File: config.mk
export PLATFORM = sky130hd
export DESIGN_NAME = smi_host_bridge
export DESIGN_NICKNAME = d
export VERILOG_FILES = /design/src/rtl/smi_host_bridge.sv
export SDC_FILE = /design/constraint.sdc
export NUM_CORES = 1
export LEC_CHECK = 0
export ABC_CLOCK_PERIOD_IN_PS = 1750
export CORE_ASPECT_RATIO = 0.5
export CORE_MARGIN = 5
export CORE_UTILIZATION = 63
export DETAILED_ROUTE_END_ITERATION = 7
export DONT_BUFFER_PORTS = 1
export GPL_TIMING_DRIVEN = 1
export PLACE_DENSITY = 0.77
export SLEW_MARGIN = 10
export SYNTH_ARGS = -nofsm -noshare
export SYNTH_HDL_FRONTEND = slang
export SYNTH_SLANG_ARGS = --single-unit
export TNS_END_PERCENT = 20
File: constraint.sdc
create_clock -name clk -period 1.75 [get_ports clk]
set_input_delay 0.35 -clock clk [delete_from_list [all_inputs] [get_ports clk]]
set_output_delay 0.35 -clock clk [all_outputs]
set_load 0.05 [all_outputs]
File: src/rtl/smi_host_bridge.sv
// -----------------------------------------------------------------------------
// smi_host_bridge
//
// Upstream feeder for the SCR file. It takes a 32-bit host word stream and
// assembles it into single 64-bit SMI requests. A read response comes back to
// the host as two 32-bit words, low half first. Only one SMI transaction is
// outstanding at any time.
//
// Host command word: bit[HOST_W-1] = rw (1 = write), bits[ADDR_W-1:0] = addr.
// All other bits are ignored. A write command is followed by two data words,
// low half first.
//
// Ports
//   clk, reset                   clock; asynchronous active-low reset
//   io_host_in_*                 host -> bridge word stream (valid/ready)
//   io_host_out_*                bridge -> host response words (valid/ready)
//   io_smi_req_*                 SMI request to the SCR file (rw/addr/data)
//   io_smi_resp_*                SMI response from the SCR file
//   io_busy                      high whenever the FSM is outside IDLE
//
// Every output is either a flop or a decode of flops. No input reaches an
// output in the same cycle.
// -----------------------------------------------------------------------------
module smi_host_bridge #(
  parameter int ADDR_W = 6,
  parameter int HOST_W = 32,
  parameter int DATA_W = 64
) (
  input  logic              clk,
  input  logic              reset,

  input  logic              io_host_in_valid,
  output logic              io_host_in_ready,
  input  logic [HOST_W-1:0] io_host_in_bits,

  output logic              io_host_out_valid,
  input  logic              io_host_out_ready,
  output logic [HOST_W-1:0] io_host_out_bits,

  output logic              io_smi_req_valid,
  input  logic              io_smi_req_ready,
  output logic              io_smi_req_bits_rw,
  output logic [ADDR_W-1:0] io_smi_req_bits_addr,
  output logic [DATA_W-1:0] io_smi_req_bits_data,

  input  logic              io_smi_resp_valid,
  output logic              io_smi_resp_ready,
  input  logic [DATA_W-1:0] io_smi_resp_bits,

  output logic              io_busy
);

  typedef enum logic [2:0] {
    ST_IDLE = 3'd0,
    ST_WLO  = 3'd1,
    ST_WHI  = 3'd2,
    ST_REQ  = 3'd3,
    ST_RESP = 3'd4,
    ST_RLO  = 3'd5,
    ST_RHI  = 3'd6
  } state_t;

  state_t              state_q, state_d;
  logic                rw_q,    rw_d;
  logic [ADDR_W-1:0]   addr_q,  addr_d;
  logic [DATA_W-1:0]   data_q,  data_d;
  logic [DATA_W-1:0]   resp_q,  resp_d;

  logic                in_ready;
  logic                in_fire;

  // The host may push words only while a command or its data is being
  // collected; in every other state it is stalled, so nothing is dropped.
  assign in_ready = (state_q == ST_IDLE) || (state_q == ST_WLO) || (state_q == ST_WHI);
  assign in_fire  = io_host_in_valid && in_ready;

  always_comb begin
    state_d = state_q;
    rw_d    = rw_q;
    addr_d  = addr_q;
    data_d  = data_q;
    resp_d  = resp_q;

    case (state_q)
      ST_IDLE: begin
        if (in_fire) begin
          rw_d    = io_host_in_bits[HOST_W-1];
          addr_d  = io_host_in_bits[ADDR_W-1:0];
          state_d = io_host_in_bits[HOST_W-1] ? ST_WLO : ST_REQ;
        end
      end
      ST_WLO: begin
        if (in_fire) begin
          data_d[HOST_W-1:0] = io_host_in_bits;
          state_d            = ST_WHI;
        end
      end
      ST_WHI: begin
        if (in_fire) begin
          data_d[DATA_W-1:HOST_W] = io_host_in_bits;
          state_d                 = ST_REQ;
        end
      end
      ST_REQ: begin
        if (io_smi_req_ready) begin
          state_d = ST_RESP;
        end
      end
      ST_RESP: begin
        // Writes are answered too; that response is consumed and dropped.
        if (io_smi_resp_valid) begin
          if (rw_q) begin
            state_d = ST_IDLE;
          end else begin
            resp_d  = io_smi_resp_bits;
            state_d = ST_RLO;
          end
        end
      end
      ST_RLO: begin
        if (io_host_out_ready) begin
          state_d = ST_RHI;
        end
      end
      ST_RHI: begin
        if (io_host_out_ready) begin
          state_d = ST_IDLE;
        end
      end
      default: begin
        state_d = ST_IDLE;
      end
    endcase
  end

  always_ff @(posedge clk or negedge reset) begin
    if (!reset) begin
      state_q <= ST_IDLE;
      rw_q    <= 1'b0;
      addr_q  <= '0;
      data_q  <= '0;
      resp_q  <= '0;
    end else begin
      state_q <= state_d;
      rw_q    <= rw_d;
      addr_q  <= addr_d;
      data_q  <= data_d;
      resp_q  <= resp_d;
    end
  end

  assign io_host_in_ready     = in_ready;

  // The response register only changes in RESP, so out_bits is stable for as
  // long as a word is being offered.
  assign io_host_out_valid    = (state_q == ST_RLO) || (state_q == ST_RHI);
  assign io_host_out_bits     = (state_q == ST_RHI) ? resp_q[DATA_W-1:HOST_W]
                                                    : resp_q[HOST_W-1:0];

  assign io_smi_req_valid     = (state_q == ST_REQ);
  assign io_smi_req_bits_rw   = rw_q;
  assign io_smi_req_bits_addr = addr_q;
  assign io_smi_req_bits_data = data_q;

  assign io_smi_resp_ready    = (state_q == ST_RESP);

  assign io_busy              = (state_q != ST_IDLE);

endmodule

# After elaboration in Yosys (flattened, before gate mapping)
# Cells that the tools add are included.
# word_totals
regBits	138
in_bits	102
output_inout_bits	108
word_cells	42
# op_classes
eq_ne	13
mux	11
bitwise	1
n_reduce_logical	11
# ops
op	n
$mux 32	1
$mux 3	8
$pmux 3 s7	1
$ne 2x2->1 const B	6
$eq 3x3->1 const B	3
$reduce_and 7->1	1
$eq 3x2->1 const B	2
$reduce_and 2->1	3
$eq 3x1->1 const B	1
$logic_not 3->1	1
$logic_or 1x1->1	3
$reduce_and 3->1	1
$reduce_bool 3->1	1
$mux 2	1
$ne 2x1->1 const B	1
$logic_and 1x1->1	1
$not 1->1	1

# Depth between registers and ports, before layout
# Gate-level depths: netlist of run 1.
# logic_depth
ltp_word	6
mapped_depth	6
ltp_nobuf	3

# Least setup slack after synthesis of run 1
# Ideal clock, no wire load.
# synth_path
path_kind	register to output
start	register state_q[2]
end	output io_host_out_valid
arrival_time_ps	1849
t_required_ps	1400
slack_ps	-449
path_stages_with_launch	4
n_path_buf	2
cell_sequence	dfrtp_1 -> buf_4 -> clkbuf_1 -> a21boi_0
# synth_between
elab_chain_cells	2
# synth_rtl
item	line_no	rtl
start, declared	63	state_t state_q, state_d;
start signal, assigned	144	state_q <= state_d;
$eq 3x3->1	156	assign io_host_out_valid = (state_q == ST_RLO) || (state_q == ST_RHI);
$logic_or 1x1->1 *	156	
end, declared	36	output logic io_host_out_valid,
# Mark *: on every way between the ends. The rest lies on a longest branch, timed or not.

# Worst setup path in the final report of run 1
# layout_path
start	register state_q[0]
end	output io_host_out_bits[16]
# layout_between
elab_chain_cells	2
# layout_rtl
item	line_no	rtl
$eq 3x3->1	157	assign io_host_out_bits = (state_q == ST_RHI) ? resp_q[DATA_W-1:HOST_W]
$mux 32	157	
end, declared	38	output logic [HOST_W-1:0] io_host_out_bits,
# No other way between the ends.

==> results of run 1 <==
==> final cells by class <==
| type | count | area [um2] | area share |
|---|---|---|---|
| Clock buffer | 20 | 446.7 | 0.06329 |
| Clock inverter | 11 | 170.2 | 0.02411 |
| Multi-Input combinational cell | 203 | 2510 | 0.3556 |
| Sequential cell | 138 | 3456 | 0.4896 |
| Tap cell | 121 | 151.4 | 0.02145 |
| Timing Repair Buffer | 25 | 324.1 | 0.04591 |
==> stage by stage <==
stage,worst slack [ns],TNS [ns],utilization,instances
after detailed placement,0.01856,0,0.6584,481
after global routing,-0.3668,-18.74,0.7521,518
after floorplan,-0.1142,-6.942,-,361
after global placement,0.05454,0,0.6584,481
after CTS,-0.3428,-11.42,0.7451,517
final,-0.3289,-10.59,0.7521,518
==> critical path, stage by stage (launching register included) <==
cell	delay, ns
dfrtp_2	0.41
nand3b_1	0.18
buf_6	0.16
clkbuf_16	0.18
mux2_4	0.39
==> cell families (layout without fill, tap and decap cells) <==
group,count (synthesis),after routing,share of synthesized area
mux,168,168,0.3524
flops,138,138,0.5748
simple gates,23,23,0.02707
buf+inv,20,56,0.03290
compound gates,12,12,0.01291
==> registers in the layout (all words and copies together), names as in the netlist <==
register and count:
io_smi_req_bits_addr 6, io_smi_req_bits_data 64, io_smi_req_bits_rw 1, resp_q 64
state_q 3
==> cells in the mapped netlist, types with 2 or more instances <==
master | number | share of area
mux2_4 | 60 | 0.15
o21ai_0 | 4 | 0.0033
buf_12 | 6 | 0.020
buf_2 | 11 | 0.0092
mux2_2 | 103 | 0.19
mux2_1 | 5 | 0.0094
nor2_2 | 2 | 0.0021
a21oi_1 | 2 | 0.0017
nor2b_1 | 2 | 0.0021
nor2_1 | 3 | 0.0019
or3_1 | 2 | 0.0021
nand2b_1 | 3 | 0.0031
nand3b_1 | 2 | 0.0025
dfrtp_1 | 138 | 0.57
==> path summary, 6_finish.rpt <==
| path | to | slack [ns] |
|---|---|---|
| min in group clk | io_smi_req_bits_data[42]$_DFFE_PN0P_ | 0.08 |
| max in group asynchronous | state_q[0]$_DFFE_PN0P_ | 1.94 |
| worst max register to register | resp_q[5]$_DFFE_PN0P_ | -0.01 |
| worst max-delay path | io_host_out_bits[16] | -0.33 |
| worst min register to register | resp_q[38]$_DFFE_PN0P_ | 0.51 |
| worst min-delay path | resp_q[39]$_DFFE_PN0P_ | -0.37 |
==> per-layer routing <==
metal / vias to the layer above / wire length [um] / share of wire / GRT usage
li1: 1340 / - / - / -
met1: 1647 / 4930 / 0.37 / 0.2537
met2: 145 / 6975 / 0.52 / 0.4147
met3: 21 / 1380 / 0.10 / 0.1003
met4: 0 / 211 / 0.016 / 0.09124
met5: - / 0 / 0 / 0
==> repair_timing <==
item                       in CTS  in global routing
pin swaps                       1                  1
buffers inserted                4                  1
gates cloned                    1                  2
hold endpoints to repair      138                138
gates resized for setup        39                 15
setup endpoints to repair      36                128
==> results.yml, run 1 <==
routing:
  ant_nets: 0
  vias_per_cell: 6.087
  vias: 3153
  wl_um: 13500
  drc: 0
  routedWlPerCell_um: 26.06
  drt_iter0_drc: 127
  firstDrtPassIters: 4
final_layout:
  final_common_cell: "dfrtp_1"
  fill_cells: 524
  area_growth_pct: 17.47
  finalInstanceArea_mm2: 0.007058
  num-nets-final: 487
  final_cell_mix: "136 x dfrtp_1, 92 x mux2_4, 71 x mux2_2, 19 x clkbuf_16, 10 x buf_4"
  diodes: 0
  drive_gt1_frac: 0.5793
global_routing:
  grt_pass1_wl_um: 20710
  grt_pass1_vias: 3669
  overflow: 0
  grt_antenna_before_repair: 0
  grt_max_degree: 139
  track_usage: 0.2350
critical_path:
  critPathArrivalTime_ns: 1.73
  worstReg2RegStart: "state_q[1]$_DFFE_PN0P_"
  start_kind: "flip-flop"
  worstRegToRegCells: 5
  crit_type: "flip-flop to output port"
  required_ns: 1.40
  cp_max_fo: 8
  cp-end-kind: "output port"
  crit_start: "state_q[0]$_DFFE_PN0P_"
timing:
  worst_clock_skew_ns: 0.005250
  worst_slew_pin_slew_ns: 0.5271
  slew_violations: 0
  holdWs_ns: -0.3687
  period_share: 1.188
  fin_crit_ns: 2.079
  finalHoldViolations: 138
  fmaxAchievable_mhz: 481.0
  finalSetupViolCount: 40
  rsz0062_at_grt: "true"
  setup_slack_ns: -0.3289
  max_slew_margin: 0.6486
logic_synthesis:
  yosysUniqueCellTypes: 32
  synthCells: 361
  synth_edf_count: 0
  ys.flop_type: "dfrtp_1"
  ys_seq_area_frac: 0.5748
  ys_warn_count: 0
  synthesis.area_mm2: 0.006008
  synthArstFlopShare: 1.000
  avgSynthCellArea_um2: 16.64
  syn-num-nets: 463
  ys_ff_latch: 138
clock_tree:
  cts-root-buf: "clkbuf_16"
  clk_pin_slew_ns: 0.06
  cts-htree-levels: 4
  tritoncts: "yes"
  clockBufferDepth: 2
  clock_latency_ns: 0.41
  numCtsBuffers: 17
  clkSinkCount: 138
die:
  die_w_um: 148.1
  rows: 25
  die_y_um: 79.06
  die_area_mm2: 0.01171
  core-area_mm2: 0.009384
  design.portCount: 210
  start_util: 0.6403
placement:
  place_hpwl_um: 8980
  gp_congestion: 0.7446
  io_buffers: 0
  place_area_mm2: 0.006178
outcome:
  violations: "negative hold slack, negative setup slack"
  status: "finished with violations"
job:
  max_cap_violations: 0
worst_hold_path:
  worstHoldPathType: "primary input to asynchronous set/reset pin"
Power of run 1 is not shown: default switching activity piles up to over one toggle a cycle in this logic, so the estimate is an artifact.
==> run 2: changes to the inputs <==
Settings changed: ABC_CLOCK_PERIOD_IN_PS 1750 to 2350.
Clock period 1.75 ns to 2.35 ns, I/O delays scaled along.
==> run 2 against run 1 <==
- the flow finishes with violations (negative hold slack)
- utilization is 3.3 points lower
- cell count is 1.4% lower
- worst setup slack better by 0.51 ns
- register-to-register slack better by 0.53 ns
- via count is 4.7% lower
- critical path depth stayed put
- clock-buffer cell count is 1 lower
- global-route usage is 1.9 points lower
- die area stayed put
- sequential share of layout area is 2.2 points higher
- largest cell class unchanged
==> results.yml, run 2 (synthesis gave the netlist of run 1 again) <==
final_layout:
  final_cell_mix: "138 x dfrtp_1, 103 x mux2_2, 60 x mux2_4, 17 x clkbuf_16, 13 x buf_4"
  seq_area_mm2: 0.003453
  final_common_cell: "dfrtp_1"
  multi_input_area_mm2: 0.002357
  finalInstanceArea_mm2: 0.006748
  num-nets-final: 479
  fill_cells: 598
  area_growth_pct: 12.31
  diodes: 0
  drive_gt1_frac: 0.5564
critical_path:
  start_kind: "flip-flop"
  cp_max_fo: 21
  r2r_setup_slack_ns: 0.52
  cp-end-kind: "output port"
  critPathArrivalTime_ns: 1.70
  required_ns: 1.88
  crit_type: "flip-flop to output port"
routing:
  drt_iter0_drc: 142
  vias_per_cell: 5.881
  wl_um: 12370
  drc: 0
  vias: 3005
  firstDrtPassIters: 4
  routedWlPerCell_um: 24.21
  ant_nets: 0
clock_tree:
  cts-htree-levels: 4
  postCtsSetupBuffers: 0
  clk_pin_slew_ns: 0.06
  clockBufferDepth: 2
  cts-root-buf: "clkbuf_16"
  ctsResizeCount: 0
  numCtsBuffers: 17
  clkSinkCount: 138
  tritoncts: "yes"
  clock_latency_ns: 0.40
worst_hold_path:
  worstHoldPathType: "primary input to asynchronous set/reset pin"
global_routing:
  overflow: 0
  grt_max_degree: 139
  track_usage: 0.2161
  grt_pass1_wl_um: 19420
  grt_pass1_vias: 3466
  grt_antenna_before_repair: 0
job:
  max_cap_violations: 0
timing:
  finalHoldViolations: 138
  setup_slack_ns: 0.1784
  rsz0062_at_grt: "false"
  fin_crit_ns: 2.172
  finalSetupViolCount: 0
  fmaxAchievable_mhz: 460.5
  max_slew_margin: 0.6489
  worst_slew_pin_slew_ns: 0.5267
  slew_violations: 0
  worst_clock_skew_ns: 0.01072
  holdWs_ns: -0.2393
  tns_ns: 0
  period_share: 0.9241
placement:
  place_hpwl_um: 8825
  io_buffers: 0
  gp_congestion: 0.8471
  place_area_mm2: 0.006140
  dp_slack_ns: 0.5494
die:
  die_w_um: 148.1
  core-area_mm2: 0.009384
  die_area_mm2: 0.01171
  die_y_um: 79.06
  rows: 25
  start_util: 0.6403
  design.portCount: 210
outcome:
  violations: "negative hold slack"
  status: "finished with violations"
run 2: metrics by stage:
step                      instances  hold slack (ns)  utilization
after floorplan                 361           0.1744            -
after global placement          479           0.1775       0.6543
after detailed placement        479           0.1771       0.6543
after CTS                       511          -0.2559       0.7191
after global routing            511          -0.2719       0.7191
final                           511          -0.2393       0.7191
run 2: routing by layer:
metal  part of all wire  vias to the layer above  global-route usage  routed length (um)
met5                  0                        -                   0                   0
met1               0.38                     1551              0.2400                4709
li1                   -                     1322                   -                   -
met2               0.51                      125              0.3747                6261
met4             0.0052                        0             0.04424                  64
met3               0.11                        7              0.1152                1337
run 2: path summary, 6_finish.rpt:
| kind | depth (start not counted) | start | end |
|---|---|---|---|
| worst max-delay path | 4 | state_q[2]$_DFFE_PN0P_ | io_host_out_bits[1] |
| worst min-delay path | 0 | reset | resp_q[41]$_DFFE_PN0P_ |
| worst max register to register | 5 | state_q[2]$_DFFE_PN0P_ | resp_q[0]$_DFFE_PN0P_ |
| worst min register to register | 1 | resp_q[17]$_DFFE_PN0P_ | resp_q[17]$_DFFE_PN0P_ |
| max in group asynchronous | 0 | reset | io_smi_req_bits_data[21]$_DFFE_PN0P_ |
| min in group clk | 1 | io_host_in_bits[31] | io_smi_req_bits_data[31]$_DFFE_PN0P_ |
run 2: area by class of cell:
cell class | count | area share
repair buffers | 17 | 0.02633
flip-flops and latches | 138 | 0.5118
well taps | 121 | 0.02244
clock inverters | 13 | 0.02448
clock buffers | 19 | 0.06564
multi-input cells | 203 | 0.3493
run 2: critical path, cell delays in order (launching register included):
cell and delay (ns):
dfrtp_1 0.39, nand3b_1 0.17, buf_12 0.21, mux2_2 0.38, buf_12 0.16
Power of run 2 is left out for the same reason.
